**src/rtl/bus_timer.sv**
```systemverilog
// Memory-mapped countdown timer (CTRL / PRESET / COUNT) with one-shot and auto-reload modes.
// Optional build macro TIMER_BYTEEN_EN: register writes honour the byteen byte enables.
module bus_timer (
  input  logic        clk,
  input  logic        reset,
  input  logic        sel,
  input  logic [1:0]  addr,
  input  logic        we,
  input  logic [31:0] wdata,
  input  logic [3:0]  byteen,
  output logic [31:0] rdata,
  output logic        irq
);

  typedef enum logic [1:0] {S_IDLE, S_LOAD, S_CNT, S_INT} state_t;

  state_t      state, next_state;
  logic [3:0]  ctrl;
  logic [31:0] preset;
  logic [31:0] count;
  logic        irq_flag;

  logic        en, auto_reload;
  logic        wr, ctrl_wr, preset_wr;
  logic [31:0] byte_mask;
  logic        load_count, dec_count, set_flag, reload_clear, oneshot_stop;

  assign en          = ctrl[0];
  assign auto_reload = (ctrl[2:1] == 2'b01);
  assign wr          = sel && we;

`ifdef TIMER_BYTEEN_EN
  assign byte_mask = {{8{byteen[3]}}, {8{byteen[2]}}, {8{byteen[1]}}, {8{byteen[0]}}};
  assign ctrl_wr   = wr && (addr == 2'd0) && byteen[0];
  assign preset_wr = wr && (addr == 2'd1) && (byteen != 4'b0000);
`else
  // Byte enables have no effect in this build; the OR keeps the mask at all-ones.
  assign byte_mask = 32'hFFFF_FFFF |
                     {{8{byteen[3]}}, {8{byteen[2]}}, {8{byteen[1]}}, {8{byteen[0]}}};
  assign ctrl_wr   = wr && (addr == 2'd0);
  assign preset_wr = wr && (addr == 2'd1);
`endif

  always_ff @(posedge clk or posedge reset) begin
    if (reset) state <= S_IDLE;
    else       state <= next_state;
  end

  always_comb begin
    next_state = state;
    case (state)
      S_IDLE: if (en) next_state = S_LOAD;
      S_LOAD: next_state = en ? S_CNT : S_IDLE;
      S_CNT: begin
        if (!en)              next_state = S_IDLE;
        else if (count == 0)  next_state = S_INT;
      end
      S_INT:  next_state = (auto_reload && en) ? S_LOAD : S_IDLE;
      default: next_state = S_IDLE;
    endcase
  end

  always_comb begin
    load_count   = (state == S_LOAD);
    dec_count    = (state == S_CNT) && en && (count != 32'd0);
    set_flag     = (state == S_CNT) && en && (count == 32'd0);
    reload_clear = (state == S_INT) && auto_reload;
    oneshot_stop = (state == S_INT) && !auto_reload;
  end

  // A CPU write to CTRL overrides any same-edge FSM update of EN or irq_flag.
  always_ff @(posedge clk or posedge reset) begin
    if (reset) begin
      ctrl     <= 4'd0;
      irq_flag <= 1'b0;
    end else if (ctrl_wr) begin
      ctrl     <= wdata[3:0];
      irq_flag <= 1'b0;
    end else begin
      if (oneshot_stop) ctrl[0] <= 1'b0;
      if (set_flag)          irq_flag <= 1'b1;
      else if (reload_clear) irq_flag <= 1'b0;
    end
  end

  always_ff @(posedge clk or posedge reset) begin
    if (reset)          preset <= 32'd0;
    else if (preset_wr) preset <= (preset & ~byte_mask) | (wdata & byte_mask);
  end

  always_ff @(posedge clk or posedge reset) begin
    if (reset)           count <= 32'd0;
    else if (load_count) count <= preset;
    else if (dec_count)  count <= count - 32'd1;
  end

  always_comb begin
    rdata = 32'd0;
    case (addr)
      2'd0:    rdata = {28'd0, ctrl};
      2'd1:    rdata = preset;
      2'd2:    rdata = count;
      default: rdata = 32'd0;
    endcase
  end

  assign irq = ctrl[3] & irq_flag;

endmodule

```
**config.mk**
```make
export PLATFORM = sky130hd
export DESIGN_NAME = bus_timer
export DESIGN_NICKNAME = d
export VERILOG_FILES = /design/src/rtl/bus_timer.sv
export SDC_FILE = /design/constraint.sdc
export NUM_CORES = 1
export LEC_CHECK = 0
export CORE_AREA = 2 2 91 93
export DETAILED_ROUTE_END_ITERATION = 12
export DIE_AREA = 0 0 93 95
export HOLD_SLACK_MARGIN = 0.1
export PLACE_DENSITY = 0.78
export SYNTH_ARGS = -nofsm -noshare
export SYNTH_HDL_FRONTEND = slang
export SYNTH_SLANG_ARGS = --single-unit
```
**constraint.sdc**
```tcl
create_clock -name clk -period 2.9 [get_ports clk]
set_input_delay 0.435 -clock clk [delete_from_list [all_inputs] [get_ports clk]]
set_output_delay 0.435 -clock clk [all_outputs]
set_load 0.05 [all_outputs]
```
==> results.cfg <==
[clock_network]
root_buffer = clkbuf_8
insertion_delay_ns = 0.35
tritoncts = done
path_clk_slew_ns = 0.08
hold_buffers = 0
cts.sinks = 71
ctsResizeCount = 0
cts_buffers = 9
cts_max_level = 3
cts_setup_buffers = 0
clk_path_buf_depth = 2

[power_and_ir_drop]
power_density_nw_per_um2 = 879
ir_drop_mv = 0.426
fin_total_pwr_uw = 4730
leakage_uw = 0.00224

[final_layout]
antenna_cells = 0
drive_above_1_share = 0.258
syn_to_final_growth_pct = 35.9
final_area_um2 = 5380
finalNetCount = 504

[yosys]
yosysWarningCount = 0
yosysUniqueCellTypes = 57
synth_area_leaders = dfrtp_1, mux2_2, a22o_1
synth_top_area_cell = dfrtp_1
synth-edff-count = 0
syn_area_um2 = 3960
synth_common_cells = dfrtp_1, nand2_1, mux2_2
yosysMostFrequentCell = dfrtp_1
synth_ff_type = dfrtp_1
synth_top_area_frac = 0.449
synth-seq-area-share = 0.449
syn_nets = 430
ys_ff_latch = 71
syn-instance-count = 387
async_reset_ff_frac = 1.00
avgSynthCellArea_um2 = 10.2

[setup_path]
required_ns = 3.17
cpPeakStageDelay_ns = 0.50
cp_max_fo = 6
worstPathArrival_ns = 2.83
worstSetupEndpointType = flop
path_buf_inv = 1
start_kind = flop
path_class = reg -> reg
timing.critical_path.cells = inv_1 -> ha_1 -> or4b_1 -> nor3_2 -> nand4_1 -> or3b_1 -> o211ai_1
slowest_stage = or4b_1
crit_family = simple AND/OR/NAND/NOR gates

[die]
num_io_pins = 75
die_x_um = 93
num_rows = 33
dieArea_um2 = 8840
design.core.area_um2 = 7930
die_h_um = 95
start_util = 0.499

[worst_hold_path]
hold_class = in -> async

[sta]
worst_clock_skew_ns = 0.0124
fin_crit_sh = 0.882
fin_ws_ns = 0.343
hold_viol = 0
setup-tns-final_ns = 0
tightestPinTransition_ns = 1.03
finalSetupViolCount = 0
max_freq_mhz = 391
rsz0062_at_grt = false
final_max_slew_viol_count = 0
slew_headroom = 0.313
period_minus_slack_ns = 2.56

[route]
post_drt_wl_per_cell_um = 17.7
drc = 0
wl_mm = 10.1
firstDrtPassIters = 4
drt_iter0_markers = 260
num_vias = 3451
ant_nets = 0
viasPerCell = 6.05

[place]
dpl_worst_slack_ns = 0.389
gp_congestion = 0.898
place_area_um2 = 5160
hpwl_mm = 7.01
io_buffers = 70

[status]
status = finished clean

[global_route]
grt_usage = 0.247
overflow = 0
grt_pass1_wl_mm = 17.3
grt_pass1_vias = 3611
grt_max_degree = 72
antenna_found_initial = 0

[flow_run]
cap_violations = 0
## power by group
| part | total [µW] | leakage, µW | switching, µW | internal (µW) |
|---|---|---|---|---|
| combinational | 2090 | 0.00126 | 1100 | 998 |
| sequential | 1780 | 0.000873 | 455 | 1320 |
| clock | 861 | 0.000108 | 374 | 487 |
## layout by cell type, fill, tap and decap left out, types with 2 or more instances in the layout
cell type	n
dfrtp_1	71
nand2_1	38
clkdlybuf4s50_1	38
mux2_2	37
buf_12	33
a22o_1	30
nand3_1	22
buf_4	19
o21ai_0	15
nor2_1	13
clkbuf_8	13
nor3_1	12
a21oi_1	9
a221o_1	8
nor4_1	6
inv_1	6
mux2i_1	6
or3_1	6
and3_1	5
and2_1	5
a31oi_1	4
a211o_1	4
o311ai_0	4
o31ai_1	4
o211ai_1	4
nor2b_2	3
nand4_1	3
or4_1	3
a21boi_0	3
or2_2	3
nor4_2	2
nor2b_1	2
nor3_2	2
nand3b_1	2
nand2b_1	2
a211oi_1	2
o311a_1	2
o2111ai_1	2
## metal layers
layer	up-vias	global-route usage	part of all wire
met4	0	0.0821	0.013
met2	118	0.406	0.48
li1	1625	-	-
met1	1696	0.333	0.45
met3	12	0.0431	0.056
met5	-	0	0
## layout make-up
type / count / area, µm²
Clock buffer: 13 / 179
Clock inverter: 2 / 37.5
Fill cell: 620 / 2550
Inverter: 7 / 26.3
Multi-Input combinational cell: 282 / 2050
Sequential cell: 71 / 1780
Tap cell: 105 / 131
Timing Repair Buffer: 90 / 1180
## worst min-delay path, delay by kind of cell
kind	cells	cell delay, ns
buf+inv	3	0.80
## sequential cells by signal, summed over array words and instances (netlist names)
name	cells
irq_flag	1
ctrl	4
count	32
preset	32
state	2
## final timing paths
path                            start         to  slack [ns]  cells past startpoint
setup / recovery             count[0]  count[30]        0.34                      7
hold / removal                  reset  preset[1]        0.47                      3
setup reg to reg             count[0]  count[30]        0.34                      7
hold reg to reg            preset[20]  count[20]        0.51                      2
max in group asynchronous       reset  count[24]        2.11                      3
min in group clk           preset[20]  count[20]        0.51                      2
## cells by family after synthesis
kind of cell,share of synthesized area
AO/OA/AOI/OAI,0.196
XOR/XNOR,0.00443
multiplexers,0.120
buffers and inverters,0.0363
adder cells (fa/ha/maj),0.00316
flip-flops,0.449
AND/OR/NAND/NOR,0.191
## through the flow
| stage | util | hold slack (ns) | cells |
|---|---|---|---|
| finish | 0.679 | 0.470 | 570 |
| global route | 0.679 | 0.547 | 570 |
| CTS | 0.679 | 0.501 | 570 |
| detailed placement | 0.651 | 0.491 | 555 |
| global placement | 0.651 | 0.482 | 555 |
| floorplan | - | 0.466 | 387 |
(Power assumes the default switching activity.)
